**src/rtl/priority_arbiter_4.sv**
```systemverilog
// priority_arbiter_4
//   Four-requester arbiter that grants ownership of one shared resource.
//   The selection policy is either fixed priority (req[3] highest) or
//   round-robin. An owner keeps the grant while it holds its request bit,
//   for at most MAX_HOLD consecutive cycles. When that limit is reached,
//   the grant is forcibly re-arbitrated and a one-cycle preempt pulse is
//   raised.
//
// Parameters
//   RR_MODE   : 0 = fixed priority, 1 = round-robin
//   MAX_HOLD  : maximum consecutive grant cycles per ownership (2..255)
//
// Ports
//   clk       : rising-edge clock
//   rst       : asynchronous active-high reset
//   req[3:0]  : request vector, one bit per requester
//   gnt[3:0]  : registered one-hot grant, zero when there is no owner
//   gnt_id    : registered index of the owner, held while gnt_valid = 0
//   gnt_valid : registered, equals |gnt
//   preempt   : one-cycle registered pulse on a MAX_HOLD timeout
module priority_arbiter_4 #(
    parameter int RR_MODE  = 0,
    parameter int MAX_HOLD = 8
) (
    input  logic       clk,
    input  logic       rst,
    input  logic [3:0] req,
    output logic [3:0] gnt,
    output logic [1:0] gnt_id,
    output logic       gnt_valid,
    output logic       preempt
);

    typedef enum logic {
        IDLE = 1'b0,
        OWN  = 1'b1
    } state_t;

    localparam logic [7:0] HOLD_LAST = 8'(MAX_HOLD - 1);

    state_t     state, state_nxt;
    logic [1:0] last_id, last_id_nxt;
    logic [7:0] hold_cnt, hold_cnt_nxt;
    logic [3:0] gnt_nxt;
    logic [1:0] gnt_id_nxt;
    logic       gnt_valid_nxt;
    logic       preempt_nxt;

    logic       owner_req;
    logic       timeout;
    logic [3:0] cand;
    logic [1:0] win_id;

    // Highest set index wins.
    function automatic logic [1:0] pick_fixed(input logic [3:0] c);
        logic [1:0] w;
        w = 2'd0;
        for (int i = 0; i < 4; i++) begin
            if (c[i]) w = 2'(i);
        end
        return w;
    endfunction

    // Search order is last-1, last-2, last-3, then last itself (mod 4).
    // The loop walks from lowest to highest priority, so the final
    // overwrite is the winner. The caller guarantees that c is non-zero.
    function automatic logic [1:0] pick_rr(input logic [3:0] c, input logic [1:0] last);
        logic [1:0] w;
        logic [1:0] idx;
        w = last;
        for (int k = 3; k >= 1; k--) begin
            idx = last - 2'(k);
            if (c[idx]) w = idx;
        end
        return w;
    endfunction

    // While in OWN, last_id always names the current owner.
    always_comb begin
        owner_req = req[gnt_id];
        timeout   = (state == OWN) && owner_req && (hold_cnt == HOLD_LAST);
        cand      = timeout ? (req & ~(4'b0001 << gnt_id)) : req;
        win_id    = (RR_MODE != 0) ? pick_rr(cand, last_id) : pick_fixed(cand);
    end

    // State register, with all outputs registered alongside it.
    always_ff @(posedge clk or posedge rst) begin
        if (rst) begin
            state     <= IDLE;
            last_id   <= 2'b00;
            hold_cnt  <= 8'd0;
            gnt       <= 4'b0000;
            gnt_id    <= 2'b00;
            gnt_valid <= 1'b0;
            preempt   <= 1'b0;
        end else begin
            state     <= state_nxt;
            last_id   <= last_id_nxt;
            hold_cnt  <= hold_cnt_nxt;
            gnt       <= gnt_nxt;
            gnt_id    <= gnt_id_nxt;
            gnt_valid <= gnt_valid_nxt;
            preempt   <= preempt_nxt;
        end
    end

    // Next-state logic.
    always_comb begin
        logic arb;
        arb          = 1'b0;
        state_nxt    = state;
        last_id_nxt  = last_id;
        hold_cnt_nxt = hold_cnt;
        preempt_nxt  = 1'b0;
        case (state)
            IDLE: begin
                arb = |req;
            end
            OWN: begin
                if (!owner_req) begin
                    // Release: hand over directly, or go idle if nobody waits.
                    if (req == 4'b0000) state_nxt = IDLE;
                    else                arb       = 1'b1;
                end else if (timeout) begin
                    preempt_nxt = 1'b1;
                    // With no competitor, the owner keeps the grant with a fresh count.
                    if (cand == 4'b0000) hold_cnt_nxt = 8'd0;
                    else                 arb          = 1'b1;
                end else begin
                    hold_cnt_nxt = hold_cnt + 8'd1;
                end
            end
            default: state_nxt = IDLE;
        endcase
        if (arb) begin
            state_nxt    = OWN;
            last_id_nxt  = win_id;
            hold_cnt_nxt = 8'd0;
        end
    end

    // Output logic (values loaded into the output registers).
    always_comb begin
        gnt_valid_nxt = (state_nxt == OWN);
        gnt_id_nxt    = gnt_valid_nxt ? last_id_nxt : gnt_id;
        gnt_nxt       = gnt_valid_nxt ? (4'b0001 << last_id_nxt) : 4'b0000;
    end

endmodule

```
**config.mk**
```make
export PLATFORM = sky130hd
export DESIGN_NAME = priority_arbiter_4
export DESIGN_NICKNAME = d
export VERILOG_FILES = /design/src/rtl/priority_arbiter_4.sv
export SDC_FILE = /design/constraint.sdc
export NUM_CORES = 1
export LEC_CHECK = 0
export CORE_UTILIZATION = 25
export DETAILED_ROUTE_END_ITERATION = 7
export PLACE_DENSITY_LB_ADDON = 0.08
export SETUP_SLACK_MARGIN = 0.1
export SLEW_MARGIN = 20
export SYNTH_ARGS = -nofsm -noshare
export SYNTH_HDL_FRONTEND = slang
export SYNTH_SLANG_ARGS = --single-unit
```
**constraint.sdc**
```tcl
create_clock -name clk -period 2.3 [get_ports clk]
set_input_delay 0.575 -clock clk [delete_from_list [all_inputs] [get_ports clk]]
set_output_delay 0.575 -clock clk [all_outputs]
set_load 0.02 [all_outputs]
```
==> key figures <==
GRT
  – First-pass GRT wire length: 4.360 mm
  – Initial antenna violation count: 0
  – Tot GR Track Use: a little over an eighth
  – GR Overflow Total: 0
  – Largest net degree at the start of global routing: 19
  – Vias in the first global route: 931

Synth
  – Leading area contributor after synthesis: dfrtp_1
  – Post-Syn Nets: 98
  – Synth top area share: between 40 and 50%
  – Yosys warning count: 0
  – Seq cells post-synth: 18
  – Synthesized instance count: between 90 and 100
  – Synthesized area per cell: 11.30 sq um
  – Cell Area, Synth: around 0.0010 sq mm
  – Seq/Total Area, Yosys: a little over two fifths
  – Synth top area cells: dfrtp_1 (44%), o41ai_2 (4.7%), a22o_1 (3.4%), mux2i_1 (2.9%), nand3_1 (2.9%)
  – Cell variety after synth: 37

Clock tree
  – Skew-Pair Late Insertion Delay: approximately 0.26 ns
  – TritonCTS clock tree: done
  – # H-tree levels: 1
  – CTS Sinks: 18
  – Clock buffer depth: 2
  – Clk slew on worst S/H paths: about 0.08 ns
  – CTS Buf Count: 3
  – Cell chosen for the clock root: clkbuf_8

STA
  – Worst-Margin Slew: around 0.44 ns
  – Setup ws final: -0.05067 ns
  – RSZ-0062 raised after global routing: yes
  – Final hold violation count: 0
  – Final setup viols: 3
  – Slew HR: 70.60%
  – Final period demand of the worst path: 2.351 ns
  – Final Max Slew Viols: 0
  – Fmax: approximately 430 MHz
  – Setup TNS Final: -0.1142 ns
  – Fin crit share: 102.2%
  – Clk_skew: around 0.0043 ns

Finish
  – Layout cell share with drive strength beyond 1: between 40% and 50%
  – Final Non-Filler Cells: between 150 and 200
  – # nets final: 148
  – Area grow syn2layout: 54.87%
  – Fin util: roughly two fifths
  – Ant. Diodes: 0

Critical path
  – CP endpoint kind: flip-flop
  – Critical path peak fanout: 5
  – CP max-delay cell: or4b_4
  – CP Depth: 7
  – CP top delay family: compound AO/OA/AOI/OAI gates
  – Critical Path Max Stage Delay: around 0.56 ns
  – Critical Path AT: 2.50 ns
  – FF-to-FF path depth: 7
  – Setup CP Type: flip-flop to flip-flop
  – CP cell instances: or4b_4 > buf_8 > o41ai_2 > buf_4 > a41oi_4 > o21ai_4 > mux2_4
  – Startpoint types: flip-flop
  – WP buf/inv: 2
  – CP required: approximately 2.5 ns

Status
  – Failing checks: setup timing
  – Status: finished, violations left

Floorplanning
  – I/O pins: 14
  – DIE AREA: 0.004375 sq mm
  – Vert. Die Dim: approximately 66 microns
  – Starting Density: 27.08%
  – Die Wd: between 60 and 70 microns
  – # rows: 22
  – Core Area: around 0.0038 sq mm

Detailed routing
  – Wire length per cell: approximately 14 microns
  – Post-route ant nets: 0
  – DRT iter0 DRCs: 20
  – DRT Wirelength: between 2 and 3 mm
  – Vias/cell: roughly 4.8
  – # DRC: 0
  – Via count: 896
  – Pre-antenna DRT Iters: 4

Power
  – LEAKAGE: approximately 0.73 nW
  – Power, Total: 1.471 mW
  – Power density cells: between 900 and 1000 mW/mm^2
  – IR drop worst, VDD: 0.0002493 V

Run
  – Max Cap Violations: 0

Place
  – GPL Wtd Cong: ~0.72
  – HPWL after DPL: just over 2 mm
  – Setup slack at placement: -0.1274 ns
  – IO Port Bufs: 13
  – Post-placement cell count: 181

Min path
  – Hold Crit Depth: 2
  – Worst hold path type: flip-flop to flip-flop
[power breakdown]
part / leakage [nW] / switching (mW) / internal [mW] / total, mW
logic: 0.474 / 0.350 / 0.385 / 0.735
registers: 0.226 / 0.0735 / 0.393 / 0.467
clock network: 0.0288 / 0.117 / 0.152 / 0.270
total: 0.729 / 0.541 / 0.930 / 1.47
[final timing paths]
kind / from / endpoint / slack [ns]
max in group asynchronous: rst / preempt / 1.48
max: hold_cnt[7] / last_id[1] / -0.05
min: hold_cnt[0] / hold_cnt[0] / 0.60
min in group asynchronous: rst / gnt[0] / 0.63
min reg2reg: hold_cnt[0] / hold_cnt[0] / 0.60
max reg2reg: hold_cnt[7] / last_id[1] / -0.05
[area by class of cell]
class	instances	area, sq um
fillers	374	2206
well taps	48	60.06
inverters	6	22.52
multi-input cells	66	611.8
repair buffers	46	392.9
clock buffers	4	55.05
flip-flops and latches	18	450.4
[placed cells by master, fill, tap and decap left out, drive strengths merged, types with 2 or more instances in the layout]
cell           Yosys  final
clkbuf             0      4
nand3              6      6
nand2b             2      2
a21oi              3      3
a22o               4      4
mux2i              3      3
clkdlybuf4s50      0     13
a21o               3      3
mux2               3      3
nor3               3      3
or4b               2      2
buf                1     33
nand2              6      6
dfrtp             18     18
inv                6      6
nor2               5      5
o21ai              6      6
o41ai              4      4
[cells in the mapped netlist (all sizes together)]
cell type / count
nor4: 1
or4bb: 1
nor2: 5
nand2b: 2
nand3: 6
buf: 1
nor2b: 1
or4b: 2
o41ai: 4
nand2: 6
a22o: 4
inv: 6
mux2: 3
xor2: 1
nor3: 3
and3: 1
o2bb2ai: 1
nor3b: 1
dfrtp: 18
a221o: 1
and2b: 1
a41oi: 1
o221a: 1
a21o: 3
o41a: 1
mux2i: 3
ha: 1
or4: 1
or3: 1
mux4: 1
o21ai: 6
a21oi: 3
[metrics by stage]
| stage | hold WS (ns) | cell area (sq um) |
|---|---|---|
| finish | 0.6046 | 1593 |
| global route | 0.6424 | 1593 |
| CTS | 0.6098 | 1563 |
| detailed placement | 0.5644 | 1478 |
| global placement | 0.5557 | 1478 |
| floorplan | 0.4654 | 1074 |
[layer usage]
| metal | global-route usage [%] | share of wire (%) | vias up |
|---|---|---|---|
| met5 | 0 | 0 | - |
| met4 | 6.383 | 1.5 | 0 |
| met3 | 2.069 | 2.6 | 4 |
| met2 | 21.43 | 48 | 13 |
| met1 | 17.85 | 48 | 429 |
| li1 | - | - | 450 |
[worst min-delay path, stage by stage, from the launching register on]
cell	delay [ns]
dfrtp_1	0.36
buf_4	0.13
o21ai_0	0.08
[timing repair]
action                                 CTS  global route
setup buffers                            1             2
setup endpoints to repair               12            15
resized for setup                        6             3
pin swaps                                5             2
hold buffers                             0             0
endpoints found under the hold margin    0             0
[cell families (layout without fill, tap and decap cells)]
| group | Yosys count | count (layout) | share of synthesized area, % |
|---|---|---|---|
| buf+inv | 7 | 56 | 3.284 |
| fa+ha+maj | 1 | 1 | 1.216 |
| flops | 18 | 18 | 43.80 |
| simple gates | 32 | 32 | 18.61 |
| mux | 7 | 7 | 8.759 |
| compound gates | 25 | 25 | 23.48 |
| xor+xnor | 1 | 1 | 0.8517 |
[flip-flops by register name (all words and copies together), names as in the netlist]
signal	count
hold_cnt	8
preempt	1
gnt	4
last_id	2
gnt_id	2
state	1
Note: power is estimated with default switching activity, not from simulation.
==> variant 1 (config.mk and constraints unchanged) <==
Set the parameter `MAX_HOLD` to 7 (it was 8).
--- a/src/rtl/priority_arbiter_4.sv
+++ b/src/rtl/priority_arbiter_4.sv
@@ -20,7 +20,7 @@
 //   preempt   : one-cycle registered pulse on a MAX_HOLD timeout
 module priority_arbiter_4 #(
     parameter int RR_MODE  = 0,
-    parameter int MAX_HOLD = 8
+    parameter int MAX_HOLD = 7
 ) (
     input  logic       clk,
     input  logic       rst,
Function: changed (Yosys sat finds a counterexample within 10 cycles, from zero or initial values and one cycle with rst high).
==> variant 1 against the original RTL <==
Setup slack better by 0.17 ns. Design area is 7.9% lower. Core utilization is 5.2 points lower. Die area is 0.71% higher. Critical path depth stayed put. Total power is 14% lower. Sequential share of layout area is 2.5 points higher. Routed wire length is 8.1% lower. Hold slack worse by 0.11 ns. Synthesized area is 0.73% higher. Combinational power is 28% lower. Sequential cell count stayed put. Critical path type unchanged. Largest cell class unchanged. Largest power group unchanged. Highest routed layer unchanged.
==> variant 1: results (changes against the original RTL) <==
{| class="wikitable"
! Metric !! Value
|-
| Hold EP || hold_cnt[7]$_DFFE_PP0P_
|-
| Average wire per cell in the routed design || 12.8 um (-7.6%)
|-
| Most used standard cells in the synthesized netlist || 18 x sky130_fd_sc_hd__dfrtp_1, 13 x sky130_fd_sc_hd__o21ai_1, 11 x sky130_fd_sc_hd__nand2_1, 6 x sky130_fd_sc_hd__and3_1, 5 x sky130_fd_sc_hd__nand3_1
|-
| Signal arrival time at the worst endpoint || 2.33 ns (-0.17 ns)
|-
| Synth Warn # || 0 (unchanged)
|-
| Net count after synthesis || 111 (+13%)
|-
| Worst hold path depth || 1 (-1)
|-
| Combinational group share of total power || 0.421 (-0.079)
|-
| Quantity of I/O buffers inserted on ports || 13 (unchanged)
|-
| Sequential element share of the synthesized area || 0.435 (-0.00317)
|-
| Drt first-iter violations || 21 (+5.0%)
|-
| Buffer depth of the longest clock path || 2 (unchanged)
|-
| FF-to-FF End || gnt[1]$_DFF_PP0_
|-
| DPL Wire Length || 1730 um (-14%)
|-
| Total cell area at the placement stage || 0.00134 sq mm (-9.4%)
|-
| Vias in the first global route || 884 (-5.0%)
|-
| Register-to-Register Setup Slack || 0.12 ns (+0.17 ns)
|-
| Number of nets in the finished design || 146 (-1.4%)
|-
| Worst hold path startpoint || hold_cnt[7]$_DFFE_PP0P_
|-
| Synth top area share || 0.435 (-0.00317)
|-
| Synthesized instance count || 103 (+13%)
|-
| FILL cells || 406 (+8.6%)
|-
| Category of cells accounting for the largest share of critical-path delay || simple AND/OR/NAND/NOR gates
|-
| Leakage power || 0.647 nW (-11%)
|-
| Setup-violating endpoint count in the final report || 0 (-3)
|-
| Post-Place Cells || 178 (-1.7%)
|-
| Wire length of the first global-routing pass || 4080 um (-6.3%)
|-
| Run status || finished, final reports clean
|-
| Final RePlAce weighted congestion || 0.745 (+2.9%)
|-
| Worst stage delay on the critical path || 0.62 ns (+0.06 ns)
|-
| Global-route usage over all layers || 0.122 (-0.0134)
|-
| Non-filler instance count after layout || 187 (-0.53%)
|-
| Fraction of layout instances using a drive strength above 1 || 0.314 (-0.0861)
|-
| Maximum vdd drop || 0.000373 V (+50%)
|-
| Top post-synthesis cells by area || sky130_fd_sc_hd__dfrtp_1 43%, sky130_fd_sc_hd__o21ai_1 6.3%, sky130_fd_sc_hd__nand2_1 4.0%
|-
| Sw frac || 0.364 (-0.00325)
|-
| Via count || 869 (-3.0%)
|-
| Post-synthesis cell type count || 39 (+5.4%)
|-
| Crit-path max FO || 6 (+1)
|-
| Worst slew margin || 0.763 (+0.0572)
|-
| CTS Buf Count || 3 (unchanged)
|-
| Worst-case clock skew || 0.00230 ns (-0.00195 ns)
|-
| Worst R2R Start || hold_cnt[5]$_DFFE_PP0P_
|}
variant 1: changes by cell type after synthesis, sizes merged, moves of 3 or more:
cell and delta:
o21ai +11, nand2 +6, and3 +5, a22o -4, clkbuf +4, a21o -3, mux2 -3, nor2 -3
o31ai +3
variant 1: layer usage:
layer / track usage / routed length (um)
met1: 0.160 / 1190
met2: 0.199 / 1120
met3: 0.0172 / 69
met4: 0.0479 / 19
met5: 0 / 0
variant 1: logic make-up after synthesis:
family          Yosys count  share of synthesized area
simple gates             36                      0.211
compound gates           33                      0.258
flops                    18                      0.435
buf+inv                  12                     0.0519
mux                       2                     0.0193
fa+ha+maj                 2                     0.0242
variant 1: layout make-up:
class                           count  area (sq um)  share of cell area
Timing Repair Buffer               36           315               0.215
Multi-Input combinational cell     73           561               0.382
Clock buffer                        4          55.1              0.0375
Tap cell                           50          62.6              0.0426
Sequential cell                    18           452               0.308
Inverter                            6          22.5              0.0153
variant 1: stage by stage:
| step | util | hold WS (ns) | setup slack, ns | TNS [ns] |
|---|---|---|---|---|
| global placement | 0.335 | 0.489 | -0.0800 | -0.273 |
| global route | 0.367 | 0.523 | -0.0208 | -0.0208 |
| CTS | 0.357 | 0.498 | 0.0972 | 0 |
| detailed placement | 0.335 | 0.489 | -0.0790 | -0.343 |
| finish | 0.367 | 0.491 | 0.124 | 0 |
| floorplan | - | 0.455 | 0.148 | 0 |
variant 1: what timing repair did:
item                       4_1_cts  5_1_grt
pin swaps                        1        5
cloned                           0        0
resized for setup                2        3
hold buffers                     0        0
setup endpoints to repair        1        7
setup buffers                    1        4
variant 1: worst max-delay path by stage:
stage,startpoint,cells past startpoint,to,slack (ns)
after global placement,req[1],9,gnt[1]$_DFF_PP0_,-0.08
after detailed placement,req[3],7,gnt[0]$_DFF_PP0_,-0.08
after floorplan,state$_DFF_PP0_,8,gnt[1]$_DFF_PP0_,0.15
final,hold_cnt[5]$_DFFE_PP0P_,7,gnt[1]$_DFF_PP0_,0.12
after global routing,hold_cnt[5]$_DFFE_PP0P_,7,gnt[1]$_DFF_PP0_,-0.02
after CTS,hold_cnt[6]$_DFFE_PP0P_,7,gnt[1]$_DFF_PP0_,0.1
variant 1: power groups by stage:
stage / sequential, mW / clock, mW / combinational, mW
floorplan: 0.479 / 0 / 0.279
global placement: 0.470 / 0 / 0.503
detailed placement: 0.468 / 0 / 0.502
CTS: 0.468 / 0.272 / 0.510
global route: 0.477 / 0.284 / 0.586
finish: 0.467 / 0.262 / 0.529
variant 1: worst register-to-register path, delay by kind of cell, from the launching register on:
family | cells | cell delay [ns]
buf+inv | 1 | 0.06
simple gates | 4 | 1.02
compound gates | 2 | 0.61
flops | 1 | 0.38
==> variant 2 (config.mk and constraints unchanged) <==
Without the edit above. Make the reset (`rst`) synchronous in one clocked block. Comments in the files are not updated.
--- a/src/rtl/priority_arbiter_4.sv
+++ b/src/rtl/priority_arbiter_4.sv
@@ -84,7 +84,7 @@
     end
 
     // State register, with all outputs registered alongside it.
-    always_ff @(posedge clk or posedge rst) begin
+    always_ff @(posedge clk) begin
         if (rst) begin
             state     <= IDLE;
             last_id   <= 2'b00;
Formal check against the unedited RTL: differs if rst is asserted again (counterexample within 4 cycles, from zero or initial values and one cycle with rst high); with rst held inactive, the same outputs for 10 cycles.
==> variant 2 against the original RTL <==
Highest routed layer unchanged. Setup slack better by 0.24 ns. Routed wire length is 8.1% lower. Critical path depth unchanged. Sequential share of layout area down 1.4 points. First-iteration DRC count rose by 35%. Design area fell by 16%. Sequential cell count stayed put. Register-to-register slack better by 0.40 ns. Synthesized area is 2.6% lower. Critical endpoint is now hold_cnt[6]$_SDFFE_PP0P_.
Power is not compared: it rests on default switching activity, and its combinational part moved more than twofold at a synthesized area within 25%.
==> variant 2: results (changes against the original RTL) <==
{| class="wikitable"
! Metric !! Value
|-
| Worst stage delay on the critical path || 0.47 ns (-0.09 ns)
|-
| Share of the synthesized area in compound gates (AO/OA/AOI/OAI) || 0.184 (-0.0513)
|-
| Wire length of the first global-routing pass || 4130 um (-5.2%)
|-
| Vias in the first global route || 891 (-4.3%)
|-
| Signal arrival time at the worst endpoint || 2.25 ns (-0.25 ns)
|-
| DPL Wire Length || 1770 um (-12%)
|-
| Fraction of layout instances using a drive strength above 1 || 0.257 (-0.143)
|-
| Total cell area at the placement stage || 0.00127 sq mm (-14%)
|-
| DR vias/cell || 4.76 (-0.22%)
|-
| Pin count of the biggest net entering global routing || 12 (-7)
|-
| FF-to-FF End || hold_cnt[6]$_SDFFE_PP0P_
|-
| Worst reg2reg path depth || 5 (-2)
|-
| FILL cells || 410 (+9.6%)
|-
| Sequential element share of the synthesized area || 0.360 (-0.0784)
|-
| Most used standard cells in the synthesized netlist || 18 x sky130_fd_sc_hd__dfxtp_1, 14 x sky130_fd_sc_hd__nor2_1, 8 x sky130_fd_sc_hd__a21oi_1, 7 x sky130_fd_sc_hd__nand2_1, 6 x sky130_fd_sc_hd__xor2_1
|-
| Worst-path cell with the longest stage delay || sky130_fd_sc_hd__mux4_2
|-
| Hold EP || last_id[1]$_SDFF_PP0_
|-
| Worst R2R Start || hold_cnt[3]$_SDFFE_PP0P_
|-
| Crit-path max FO || 8 (+3)
|-
| Setup Fix Bufs, Post-CTS || 0 (-1)
|-
| Fraction of synthesized area in multiplexers || 0.0325 (-0.0551)
|-
| Post-placement setup slack || -0.0922 ns (+0.0351 ns)
|-
| Slew at the pin closest to its max-slew limit || 0.389 ns (-0.0509 ns)
|-
| Worst-case clock skew || 0.00133 ns (-0.00293 ns)
|-
| Setup-violating endpoint count in the final report || 0 (-3)
|-
| Post-synthesis cell type count || 46 (+24%)
|-
| Global-route usage over all layers || 0.129 (-0.00660)
|-
| Run status || finished, final reports clean
|-
| Async set-reset flop share out of synthesis || 0 (-1.00)
|-
| Final RePlAce weighted congestion || 0.751 (+3.7%)
|-
| Top post-synthesis cells by area || sky130_fd_sc_hd__dfxtp_1 36%, sky130_fd_sc_hd__nor2_1 5.2%, sky130_fd_sc_hd__xor2_1 5.2%
|-
| Final wirelength || 2400 um (-8.1%)
|-
| Top FF cell, synth || sky130_fd_sc_hd__dfxtp_1
|-
| Register-to-Register Setup Slack || 0.35 ns (+0.40 ns)
|-
| Worst hold path startpoint || last_id[1]$_SDFF_PP0_
|}
-- variant 2: cell count changes after synthesis, moves of 3 or more --
cell,unedited run,this run
sky130_fd_sc_hd__dfrtp_1,18,0
sky130_fd_sc_hd__dfxtp_1,0,18
sky130_fd_sc_hd__nor2_1,4,14
sky130_fd_sc_hd__a21oi_1,3,8
sky130_fd_sc_hd__xor2_1,1,6
sky130_fd_sc_hd__a22o_1,4,0
sky130_fd_sc_hd__o21ai_0,5,1
sky130_fd_sc_hd__a21o_1,3,0
sky130_fd_sc_hd__a22oi_1,0,3
sky130_fd_sc_hd__inv_1,6,3
sky130_fd_sc_hd__nand4_1,0,3
sky130_fd_sc_hd__o41ai_2,3,0
-- variant 2: layout make-up --
class                      count  area share
clock buffer                   4      0.0411
tap                           48      0.0449
timing repair buffer          29       0.191
sequential                    18       0.269
inverter                       3     0.00841
multi-input combinational     86       0.446
-- variant 2: stage by stage --
| stage | cells | util | hold WS, ns | power [mW] | TNS [ns] |
|---|---|---|---|---|---|
| detailed placement | 184 | 0.340 | 0.509 | 0.508 | -0.651 |
| global placement | 184 | 0.340 | 0.500 | 0.510 | -0.699 |
| floorplan | 111 | - | 0.475 | 0.444 | 0 |
| CTS | 188 | 0.355 | 0.514 | 0.770 | 0 |
| global route | 188 | 0.358 | 0.557 | 0.802 | 0 |
| finish | 188 | 0.358 | 0.518 | 0.759 | 0 |
-- variant 2: how the worst max path moves through the flow --
| stage | from | to | slack, ns | depth (start not counted) |
|---|---|---|---|---|
| finish | req[2] | hold_cnt[6]$_SDFFE_PP0P_ | 0.19 | 7 |
| global placement | req[1] | hold_cnt[7]$_SDFFE_PP0P_ | -0.09 | 7 |
| detailed placement | req[3] | hold_cnt[6]$_SDFFE_PP0P_ | -0.09 | 7 |
| CTS | req[3] | hold_cnt[6]$_SDFFE_PP0P_ | 0.16 | 7 |
| global route | req[2] | gnt[2]$_SDFF_PP0_ | 0.11 | 9 |
| floorplan | gnt_id[0]$_SDFFE_PP0P_ | gnt[0]$_SDFF_PP0_ | 0.34 | 7 |
-- variant 2: report_power, final --
group / total [mW] / internal [mW] / leakage [nW] / switching [mW]
clock: 0.257 / 0.152 / 0.0288 / 0.105
sequential: 0.344 / 0.325 / 0.147 / 0.0184
combinational: 0.159 / 0.0808 / 0.332 / 0.0778
-- variant 2: per-layer routing --
metal  vias to the layer above  part of all wire  GRT usage
met5                         -                 0          0
met4                         0             0.012     0.0652
met3                         2             0.036     0.0347
met2                        12              0.43      0.193
met1                       420              0.52      0.167
li1                        460                 -          -
-- variant 2: worst max-delay path, delay by kind of cell --
family,cells,cell delay [ns]
muxes,1,0.47
and+or+nand+nor,4,0.60
xor gates and xnor gates,1,0.17
buffers and inverters,1,0.44
